[src/rtl/uart_tx_pkg.sv]
// Shared definitions for the UART transmit path: frame sequencer states
// and the fixed line levels used for idle, start and stop bits.
package uart_tx_pkg;

    // Frame sequencer states, 3-bit encoding; codes 5..7 are illegal and
    // are recovered to IDLE by the sequencer.
    typedef enum logic [2:0] {
        IDLE   = 3'd0,
        START  = 3'd1,
        DATA   = 3'd2,
        PARITY = 3'd3,
        STOP   = 3'd4
    } tx_state_t;

    // Serial line levels
    localparam logic LINE_IDLE = 1'b1;
    localparam logic START_BIT = 1'b0;
    localparam logic STOP_BIT  = 1'b1;

endpackage

[src/rtl/uart_tx_serializer.sv]
// Data-bit shifter for the UART transmitter. Holds the accepted word and
// counts which data bit is currently on the line.
//
// ser_bit is the bit the sequencer should register onto the line at the
// next edge: before the first data bit (shift_en low) that is bit 0; while
// a data bit is on the line and the register is advancing (shift_en high)
// it is the following bit, which still sits at position 1 this cycle.
// The counter therefore always equals the index of the data bit currently
// on the line, and ser_done flags the last one.
module uart_tx_serializer
    import uart_tx_pkg::*;
#(
    parameter int DATA_WIDTH = 8
)
(
    input  logic                  Parity_Calc_CLK,
    input  logic                  Parity_Calc_RST,
    input  logic                  load,
    input  logic                  shift_en,
    input  logic [DATA_WIDTH-1:0] data_in,
    output logic                  ser_bit,
    output logic                  ser_done
);

    localparam int CNT_W = (DATA_WIDTH > 1) ? $clog2(DATA_WIDTH) : 1;
    localparam logic [CNT_W-1:0] LAST_IDX = CNT_W'(DATA_WIDTH - 1);

    logic [DATA_WIDTH-1:0] r_shiftReg;
    logic [CNT_W-1:0]      r_bitCnt;

    // Load the word on accept, then shift right and count once per data bit;
    // the counter holds at the last index instead of wrapping.
    always_ff @(posedge Parity_Calc_CLK or negedge Parity_Calc_RST) begin
        if (!Parity_Calc_RST) begin
            r_shiftReg <= '0;
            r_bitCnt   <= '0;
        end else if (load) begin
            r_shiftReg <= data_in;
            r_bitCnt   <= '0;
        end else if (shift_en) begin
            r_shiftReg <= {1'b0, r_shiftReg[DATA_WIDTH-1:1]};
            if (r_bitCnt != LAST_IDX) begin
                r_bitCnt <= r_bitCnt + CNT_W'(1);
            end
        end
    end

    assign ser_bit  = shift_en ? r_shiftReg[1] : r_shiftReg[0];
    assign ser_done = (r_bitCnt == LAST_IDX);

endmodule

[src/rtl/uart_tx_ctrl.sv]
// UART transmit frame sequencer. Accepts a parallel word, strobes the
// parity calculator, and drives start, data (LSB first), optional parity
// and stop bits onto TX_OUT at one bit per clock. A new word accepted in
// the stop cycle starts the next frame with no idle gap.
module uart_tx_ctrl
    import uart_tx_pkg::*;
#(
    parameter int DATA_WIDTH = 8
)
(
    input  logic                  Parity_Calc_CLK,
    input  logic                  Parity_Calc_RST,
    input  logic [DATA_WIDTH-1:0] P_DATA,
    input  logic                  Data_Valid,
    input  logic                  PAR_EN,
    input  logic                  par_bit,
    output logic                  par_load,
    output logic                  TX_OUT,
    output logic                  Busy
);

    tx_state_t r_state;
    logic      r_txOut;
    logic      r_busy;
    logic      r_parEn;

    logic      w_accept;
    logic      w_shiftEn;
    logic      w_serBit;
    logic      w_serDone;

    // A word is only taken when the line is idle or finishing a stop bit;
    // requests arriving mid-frame are ignored entirely.
    assign w_accept  = Data_Valid && ((r_state == IDLE) || (r_state == STOP));
    assign w_shiftEn = (r_state == DATA) && !w_serDone;
    assign par_load  = w_accept;

    uart_tx_serializer #(
        .DATA_WIDTH (DATA_WIDTH)
    ) u_serializer (
        .Parity_Calc_CLK (Parity_Calc_CLK),
        .Parity_Calc_RST (Parity_Calc_RST),
        .load            (w_accept),
        .shift_en        (w_shiftEn),
        .data_in         (P_DATA),
        .ser_bit         (w_serBit),
        .ser_done        (w_serDone)
    );

    // Frame state machine; TX_OUT and Busy are registered from the next
    // state so the line shows the start bit on the first edge after accept.
    always_ff @(posedge Parity_Calc_CLK or negedge Parity_Calc_RST) begin
        if (!Parity_Calc_RST) begin
            r_state <= IDLE;
            r_txOut <= LINE_IDLE;
            r_busy  <= 1'b0;
            r_parEn <= 1'b0;
        end else begin
            case (r_state)
                IDLE: begin
                    if (w_accept) begin
                        r_state <= START;
                        r_txOut <= START_BIT;
                        r_busy  <= 1'b1;
                        r_parEn <= PAR_EN;
                    end else begin
                        r_state <= IDLE;
                        r_txOut <= LINE_IDLE;
                        r_busy  <= 1'b0;
                    end
                end

                START: begin
                    r_state <= DATA;
                    r_txOut <= w_serBit;
                    r_busy  <= 1'b1;
                end

                DATA: begin
                    r_busy <= 1'b1;
                    if (w_serDone) begin
                        if (r_parEn) begin
                            r_state <= PARITY;
                            r_txOut <= par_bit;
                        end else begin
                            r_state <= STOP;
                            r_txOut <= STOP_BIT;
                        end
                    end else begin
                        r_state <= DATA;
                        r_txOut <= w_serBit;
                    end
                end

                PARITY: begin
                    r_state <= STOP;
                    r_txOut <= STOP_BIT;
                    r_busy  <= 1'b1;
                end

                STOP: begin
                    if (w_accept) begin
                        r_state <= START;
                        r_txOut <= START_BIT;
                        r_busy  <= 1'b1;
                        r_parEn <= PAR_EN;
                    end else begin
                        r_state <= IDLE;
                        r_txOut <= LINE_IDLE;
                        r_busy  <= 1'b0;
                    end
                end

                default: begin
                    r_state <= IDLE;
                    r_txOut <= LINE_IDLE;
                    r_busy  <= 1'b0;
                end
            endcase
        end
    end

    assign TX_OUT = r_txOut;
    assign Busy   = r_busy;

endmodule

[config.mk]
export PLATFORM = sky130hd
export DESIGN_NAME = uart_tx_ctrl
export DESIGN_NICKNAME = d
export VERILOG_FILES = /design/src/rtl/uart_tx_pkg.sv /design/src/rtl/uart_tx_serializer.sv /design/src/rtl/uart_tx_ctrl.sv
export SDC_FILE = /design/constraint.sdc
export NUM_CORES = 1
export LEC_CHECK = 0
export ABC_AREA = 1
export CAP_MARGIN = 20
export CORE_MARGIN = 2
export CORE_UTILIZATION = 50
export CTS_CLUSTER_DIAMETER = 30
export DETAILED_ROUTE_END_ITERATION = 10
export PLACE_DENSITY = 0.87
export SLEW_MARGIN = 20
export SYNTH_ARGS = -nofsm -noshare
export SYNTH_HDL_FRONTEND = slang
export SYNTH_SLANG_ARGS = --single-unit
[constraint.sdc]
create_clock -name Parity_Calc_CLK -period 2.3 [get_ports Parity_Calc_CLK]
set_input_delay 0.46 -clock Parity_Calc_CLK [delete_from_list [all_inputs] [get_ports Parity_Calc_CLK]]
set_output_delay 0.46 -clock Parity_Calc_CLK [all_outputs]
set_load 0.01 [all_outputs]
==> impl_results.rst, run 1 <==
.. list-table::
   :header-rows: 1

   * - Metric
     - Value
   * - Pwr/cell area
     - 1226 nW/um^2
   * - Die W
     - 43.99 um
   * - Portion of the post-synthesis area used by sequential elements
     - 53.36%
   * - Dpl ws
     - 223.5 ps
   * - Number of detailed-route iterations in the first pass
     - 4
   * - Final critical-path required period
     - 2075 ps
   * - Proportion of register bits with asynchronous set or reset after synthesis
     - 100.0%
   * - Hold-fix buffers at CTS
     - 0
   * - Global Route Usage Sum
     - 18.82%
   * - Final count of hold timing violations
     - 0
   * - H-tree Lvls
     - 1
   * - Number of synthesized register bits
     - 17
   * - Effective utilization at floorplan
     - 53.07%
   * - Average cell area after synthesis
     - 8.506 sq um
   * - Wire length of the first global-routing pass
     - 2518 um
   * - Setup skew after layout
     - 5.031 ps
   * - Leakage Power
     - 0.0005034 uW
   * - Critical path peak fanout
     - 2
   * - Final weighted congestion in routability-driven placement
     - 0.7712
   * - Critical path class
     - input pin to primary output
   * - Vias after detailed routing
     - 656
   * - Synth Area in XOR/XNOR
     - 0%
   * - Number of cells upsized or downsized after cts
     - 0
   * - Number of clock buffers inserted by TritonCTS
     - 3
   * - Run status
     - finished, final reports clean
   * - Number of max-capacitance violations reported
     - 0
   * - Required @ worst endpoint
     - 1840 ps
   * - Cell at the root of the clock tree
     - sky130_fd_sc_hd__clkbuf_4
   * - Post-detailed-route DRC marker count
     - 0
   * - TritonCTS Sinks
     - 17
   * - Area share of the leading cell type in the synthesized netlist
     - 50.08%
   * - YS warnings
     - 0
   * - Number of buffers on the longest clock path
     - 2
   * - Most used flip-flop cell after synthesis
     - sky130_fd_sc_hd__dfrtp_1
   * - Final Total Pwr
     - 1225 uW
   * - Synthesized cell area
     - 799.5 sq um
   * - Switching pwr
     - 488.4 uW
   * - Fraction of the cycle the final worst path needs
     - 90.23%
   * - Antenna cells
     - 0
   * - Sequential power share
     - 42.7%
   * - Buffers inserted during post-CTS setup optimization
     - 0
   * - Drt total wl
     - 1562 um
   * - Floorplan die area
     - 1935 sq um
   * - Grt peak-use layer
     - met2
   * - Arithmetic-cell share of the synthesized area counting full adders, half adders and majority gates
     - 3.130%
   * - Largest family of logic cells by synthesized area
     - simple AND/OR/NAND/NOR gates
   * - Setup violations, final
     - 0
   * - Y dimension of the die
     - 43.99 um
   * - Largest net degree at the start of global routing
     - 18
   * - Clock network latency to the later pin of the worst-skew pair
     - 300 ps
   * - Slew at the pin closest to its max-slew limit
     - 736.9 ps
   * - Syn nets
     - 109
   * - TritonCTS clock tree
     - yes
   * - Met2 global-route usage
     - 32.06%
   * - Arrival time of the worst setup path
     - 1620 ps
   * - Clock slew seen by the registers of the worst setup and hold paths
     - 100 ps
   * - Power share of the clock group
     - 13.2%
   * - Number of enable flip-flop cells after synthesis
     - 0
   * - Total number of placement rows
     - 14
   * - Non-Filler Instances
     - 130
   * - Cells after DPL
     - 126
   * - Largest area contributor in the netlist
     - sky130_fd_sc_hd__dfrtp_1
   * - Proportion of layout cells with a drive suffix above 1
     - 13.16%
   * - Logic pwr share
     - 44.1%
   * - Area growth syn-to-layout
     - 25.04%
   * - Half-perimeter wire length of the detailed placement result
     - 1179 um
   * - Final net count
     - 130
   * - Placeable Area
     - 1506 sq um
   * - Sort of element at the start of the critical path
     - input pin
   * - Top-level port count
     - 16
   * - Most numerous cell types in the synthesized netlist
     - sky130_fd_sc_hd__nand2_1 (39), sky130_fd_sc_hd__dfrtp_1 (16), sky130_fd_sc_hd__inv_1 (6), sky130_fd_sc_hd__nand3_1 (6), sky130_fd_sc_hd__nor2_1 (5)
   * - Net switching share of the total power
     - 39.86%
   * - Antenna violations before repair
     - 0
   * - Compound-Gate Fraction of Synth Area
     - 6.103%
   * - Unrepaired setup endpoints after global routing
     - no
   * - Average wire length per cell after detail routing
     - 12.02 um
   * - Count of routing violations after the opening detailed-route iteration
     - 13
   * - Mux cell area share after synthesis
     - 0%
   * - Cell types occupying the most area after synthesis
     - sky130_fd_sc_hd__dfrtp_1 (50%), sky130_fd_sc_hd__nand2_1 (18%), sky130_fd_sc_hd__nand3_1 (3.8%)
   * - Number of port buffers
     - 15
   * - Worst setup margin
     - 224.6 ps
   * - Path class of the lowest-slack min-delay path
     - flop to flop
   * - Leading cell type by number of instances after synthesis
     - sky130_fd_sc_hd__nand2_1
   * - Slew Limit Fails
     - 0
   * - Vias in the first global route
     - 623
   * - Critical Path Sink Type
     - primary output
   * - Power Internal
     - 737.0 uW
   * - Number of nets still failing antenna checks after routing
     - 0
   * - Leftover overflow at the end of global routing
     - 0
   * - Aggregate negative setup slack
     - 0 ps
   * - Maximum clock frequency
     - 481.8 MHz
   * - Post-synth cell types
     - 23
   * - Synthesized netlist cell count
     - 94
   * - Met3 track demand over resource in global routing
     - 6.250%
   * - IR drop worst, VDD
     - 590.5 uV
   * - GR Layer Usage met1
     - 20.91%
   * - Mean number of vias per cell
     - 5.046
   * - Post-synthesis share of cell area spent on and, or, nand and nor gates
     - 31.61%
   * - Relative max-transition margin
     - 50.72%
-- worst max-delay path: stages --
cell                              delay, ps
sky130_fd_sc_hd__clkdlybuf4s50_1        460
sky130_fd_sc_hd__nand2_1                 70
sky130_fd_sc_hd__inv_1                   90
sky130_fd_sc_hd__clkdlybuf4s50_1        530
-- cells in the final DEF, fill, tap and decap left out, types with 2 or more instances in the layout --
master,count
sky130_fd_sc_hd__buf_4,2
sky130_fd_sc_hd__dfrtp_1,16
sky130_fd_sc_hd__clkdlybuf4s50_1,15
sky130_fd_sc_hd__clkbuf_4,3
sky130_fd_sc_hd__nand2_2,3
sky130_fd_sc_hd__ha_1,2
sky130_fd_sc_hd__nand2_1,39
sky130_fd_sc_hd__nand3_1,6
sky130_fd_sc_hd__inv_1,6
sky130_fd_sc_hd__inv_2,2
sky130_fd_sc_hd__nor2_1,5
-- stage by stage --
stage	cell area, sq um	utilization, %	hold slack [ps]
3_5_place_dp	973.4	64.62	470.3
4_1_cts	999.7	66.36	488.2
5_1_grt	999.7	66.36	517.6
6_report	999.7	66.36	488.4
2_1_floorplan	799.5	-	164.4
3_3_place_gp	973.4	64.62	456.0
-- worst paths after layout --
| check | startpoint | end | slack [ps] | cells past startpoint |
|---|---|---|---|---|
| max | Data_Valid | par_load | 220 | 4 |
| min | u_serializer.r_bitCnt[0] | u_serializer.r_bitCnt[0] | 490 | 1 |
| max reg2reg | u_serializer.r_bitCnt[0] | u_serializer.r_shiftReg[3] | 780 | 8 |
| min reg2reg | u_serializer.r_bitCnt[0] | u_serializer.r_bitCnt[0] | 490 | 1 |
| max in group asynchronous | Parity_Calc_RST | u_serializer.r_bitCnt[1] | 1250 | 1 |
| min in group asynchronous | Parity_Calc_RST | u_serializer.r_shiftReg[7] | 590 | 1 |
-- sequential cells by signal (all words and copies together), names as in the netlist --
register                 flops
r_state                      3
r_parEn                      1
u_serializer.r_shiftReg      8
u_serializer.r_bitCnt        3
TX_OUT                       1
Busy                         1
-- cell families (layout without fill, tap and decap cells) --
family,after synthesis,after routing
adder cells (fa/ha/maj),2,2
flip-flops,17,17
AO/OA/AOI/OAI,7,7
buffers and inverters,10,30
AND/OR/NAND/NOR,58,58
-- layer usage --
metal | up-vias | wire [um]
met1 | 299 | 641
met2 | 17 | 805
met4 | 0 | 37
met3 | 5 | 77
met5 | - | 0
li1 | 335 | -
-- cell type report --
class	instances	area, sq um
multi-input combinational	67	326.6
inverter	9	35.03
fill	110	506.7
clock buffer	4	26.28
sequential	17	426.7
tap	16	20.02
timing repair buffer	17	165.2
-- power groups by stage --
stage	clock network [uW]	logic [uW]	registers [uW]
floorplan	0	376	520
global placement	0	514	518
detailed placement	0	543	529
CTS	165	549	523
global route	176	625	537
finish	162	541	523
No activity file was read; power rests on OpenSTA's default activity.
==> run 2: changes to the inputs <==
--- a/config.mk
+++ b/config.mk
@@ -7,12 +7,15 @@
 export LEC_CHECK = 0
 export ABC_AREA = 1
 export CAP_MARGIN = 20
+export CELL_PAD_IN_SITES_DETAIL_PLACEMENT = 0
+export CELL_PAD_IN_SITES_GLOBAL_PLACEMENT = 2
 export CORE_MARGIN = 2
-export CORE_UTILIZATION = 50
+export CORE_UTILIZATION = 31
 export CTS_CLUSTER_DIAMETER = 30
 export DETAILED_ROUTE_END_ITERATION = 10
-export PLACE_DENSITY = 0.87
+export PLACE_DENSITY = 0.9
 export SLEW_MARGIN = 20
 export SYNTH_ARGS = -nofsm -noshare
 export SYNTH_HDL_FRONTEND = slang
 export SYNTH_SLANG_ARGS = --single-unit
+export TNS_END_PERCENT = 30
==> run 2 against run 1 <==
Compared with the run above: final cell count is 12% higher; core utilization decreased by 25 points; clock power is essentially flat; clock skew up 8.5 ps; via count is the same; design area grew 2.5%; sequential power hardly changed; routed wire length down 0.70%; register-to-register slack hardly changed; fmax shrank 1.4%; combinational power is 1% lower; power decreased by 0.44%.
==> impl_results.rst, run 2 (same netlist as run 1, synthesis figures left out) <==
.. list-table::
   :header-rows: 1

   * - Metric
     - Value
   * - Worst setup margin
     - 195.1 ps (-29.54 ps)
   * - Number of max-capacitance violations reported
     - 0 (unchanged)
   * - Most frequent cells in the layout
     - sky130_fd_sc_hd__nand2_1 (39), sky130_fd_sc_hd__dfrtp_1 (16), sky130_fd_sc_hd__clkdlybuf4s50_1 (15), sky130_fd_sc_hd__inv_1 (6), sky130_fd_sc_hd__nand3_1 (6)
   * - Fraction of the cycle the final worst path needs
     - 91.52% (+1.3 points)
   * - Power share of the clock group
     - 13.5% (+0.3 points)
   * - Slowest cell on crit path
     - sky130_fd_sc_hd__clkdlybuf4s50_1
   * - IR drop worst, VDD
     - 592.2 uV (+0.28%)
   * - Number of port buffers
     - 15 (unchanged)
   * - Number of detailed-route iterations in the first pass
     - 2 (-2)
   * - Run status
     - finished, final reports clean
   * - Total number of placement rows
     - 18 (+4)
   * - Critical path class
     - input pin to primary output
   * - Number of buffers on the longest clock path
     - 2 (unchanged)
   * - Final net count
     - 131 (+0.77%)
   * - Pwr/cell area
     - 1191 nW/um^2 (-2.9%)
   * - Post-detailed-route DRC marker count
     - 0 (unchanged)
   * - Cell at the root of the clock tree
     - sky130_fd_sc_hd__clkbuf_4
   * - Switching pwr
     - 483.3 uW (-1.0%)
   * - Aggregate negative setup slack
     - 0 ps (unchanged)
   * - Number of clock buffers inserted by TritonCTS
     - 3 (unchanged)
   * - Unrepaired setup endpoints after global routing
     - no
   * - Setup violations, final
     - 0 (unchanged)
   * - Dpl ws
     - 202.8 ps (-20.76 ps)
   * - Slew Limit Fails
     - 0 (unchanged)
   * - Count of routing violations after the opening detailed-route iteration
     - 7 (-6)
   * - Vias after detailed routing
     - 656 (unchanged)
   * - Wire length of the first global-routing pass
     - 2787 um (+11%)
   * - Half-perimeter wire length of the detailed placement result
     - 1119 um (-5.1%)
   * - Leakage Power
     - 0.0005082 uW (+0.95%)
   * - R2R setup slack
     - 770 ps (about the same)
   * - Maximum clock frequency
     - 475.1 MHz (-1.4%)
   * - Final count of hold timing violations
     - 0 (unchanged)
   * - Proportion of layout cells with a drive suffix above 1
     - 13.91% (+0.76 points)
   * - Critical path peak fanout
     - 2 (unchanged)
   * - Mean number of vias per cell
     - 4.524 (-10%)
   * - Post-route standard cell area excluding fillers
     - 1025 sq um (+2.5%)
   * - Sequential power share
     - 42.6% (about the same)
   * - Most common library cell in the layout ignoring fill and taps
     - sky130_fd_sc_hd__nand2_1
   * - Floorplan die area
     - 3001 sq um (+55%)
   * - Arrival time of the worst setup path
     - 1640 ps (+20 ps)
   * - Antenna cells
     - 0 (unchanged)
   * - Cell-by-cell trace of the critical path
     - clkdlybuf4s50_1, nand2_1, inv_1, clkdlybuf4s50_1
   * - Worst path max stage delay
     - 540 ps (about the same)
   * - Area growth syn-to-layout
     - 28.17%
   * - Most frequent cell on the critical path
     - sky130_fd_sc_hd__clkdlybuf4s50_1
   * - Clock slew seen by the registers of the worst setup and hold paths
     - 110 ps (about the same)
   * - Leftover overflow at the end of global routing
     - 0 (unchanged)
   * - Final critical-path required period
     - 2105 ps (+29.54 ps)
   * - Number of nets still failing antenna checks after routing
     - 0 (unchanged)
   * - Buffers inserted during post-CTS setup optimization
     - 0 (unchanged)
   * - Antenna violations before repair
     - 0 (unchanged)
   * - Largest net degree at the start of global routing
     - 18 (unchanged)
   * - Global Route Usage Sum
     - 13.33% (-5.5 points)
   * - TritonCTS Sinks
     - 17 (unchanged)
   * - Biggest regs
     - u_serializer.r_shiftReg: 8 flops, r_state: 3 flops, u_serializer.r_bitCnt: 3 flops
   * - Net switching share of the total power
     - 39.62% (-0.24 points)
   * - H-tree Lvls
     - 1 (unchanged)
   * - Reg with most FFs
     - u_serializer.r_shiftReg
   * - Drt total wl
     - 1551 um (-0.70%)
   * - Number of cells upsized or downsized after cts
     - 0 (unchanged)
   * - Placeable Area
     - 2455 sq um (+63%)
   * - Sort of element at the start of the critical path
     - input pin
   * - Setup skew after layout
     - 13.51 ps (+8.475 ps)
   * - Vias in the first global route
     - 681 (+9.3%)
   * - Slew at the pin closest to its max-slew limit
     - 263.2 ps (-473.6 ps)
   * - Relative max-transition margin
     - 82.32% (+32 points)
   * - Y dimension of the die
     - 54.79 um (+25%)
   * - Average wire length per cell after detail routing
     - 10.70 um (-11%)
   * - Clock network latency to the later pin of the worst-skew pair
     - 300 ps (about the same)
   * - Largest register FFs
     - 8 (unchanged)
   * - Hold-fix buffers at CTS
     - 0 (unchanged)
   * - Hold WS
     - 479.7 ps (-8.638 ps)
   * - Logic pwr share
     - 43.9% (-0.2 points)
   * - TritonCTS clock tree
     - yes
   * - Dpl cell area
     - 998.5 sq um (+2.6%)
   * - Die W
     - 54.79 um (+25%)
   * - Critical Path Sink Type
     - primary output
   * - Effective utilization at floorplan
     - 32.57% (-21 points)
   * - Top-level port count
     - 16 (unchanged)
   * - Core Util, Final
     - 41.74% (-25 points)
   * - Power Internal
     - 736.7 uW (about the same)
   * - Path class of the lowest-slack min-delay path
     - input pin to asynchronous set/reset pin
   * - Required @ worst endpoint
     - 1840 ps (about the same)
   * - Final weighted congestion in routability-driven placement
     - 0.6953 (-9.8%)
-- run 2: cell count changes in the layout (fill, tap and decap cells not counted) --
cell                    before  now
sky130_fd_sc_hd__buf_4       2    3
-- run 2: final timing paths --
path,startpoint,end,cells past startpoint
min in group Parity_Calc_CLK,u_serializer.r_shiftReg[7],u_serializer.r_shiftReg[7],2
max in group asynchronous,Parity_Calc_RST,TX_OUT,2
max,Data_Valid,par_load,4
min,Parity_Calc_RST,r_state[1],2
min reg2reg,u_serializer.r_shiftReg[7],u_serializer.r_shiftReg[7],2
max reg2reg,u_serializer.r_bitCnt[0],u_serializer.r_shiftReg[4],8
-- run 2: metal layers --
layer | vias up | global-route usage (%) | wire length, um | share of wire (%)
met5 | - | 0 | 0 | 0
met4 | 0 | 5.000 | 0 | 0
met3 | 0 | 2.732 | 76 | 4.9
met2 | 14 | 23.41 | 729 | 47
met1 | 303 | 15.78 | 745 | 48
li1 | 339 | - | - | -
-- run 2: through the flow --
step	total power, uW	instances
floorplan	895.3	94
global placement	1054	141
detailed placement	1071	141
CTS	1238	145
global route	1353	145
finish	1220	145
-- run 2: cell type report --
type	count	area, sq um
Fill cell	272	1430
Sequential cell	17	426.7
Multi-Input combinational cell	67	326.6
Timing Repair Buffer	18	172.7
Tap cell	30	37.54
Inverter	9	35.03
Clock buffer	4	26.28
-- run 2: critical path: cells and delay by family --
| kind | cells | cell delay [ps] |
|---|---|---|
| and+or+nand+nor | 1 | 90 |
| buffers and inverters | 3 | 1090 |
-- run 2: power by group through the flow --
stage                     registers, uW  clock network, uW  logic (uW)
after floorplan                     520                  0         376
after global placement              520                  0         534
after detailed placement            526                  0         545
after CTS                           520                169         549
after global routing                537                181         636
final                               520                165         535
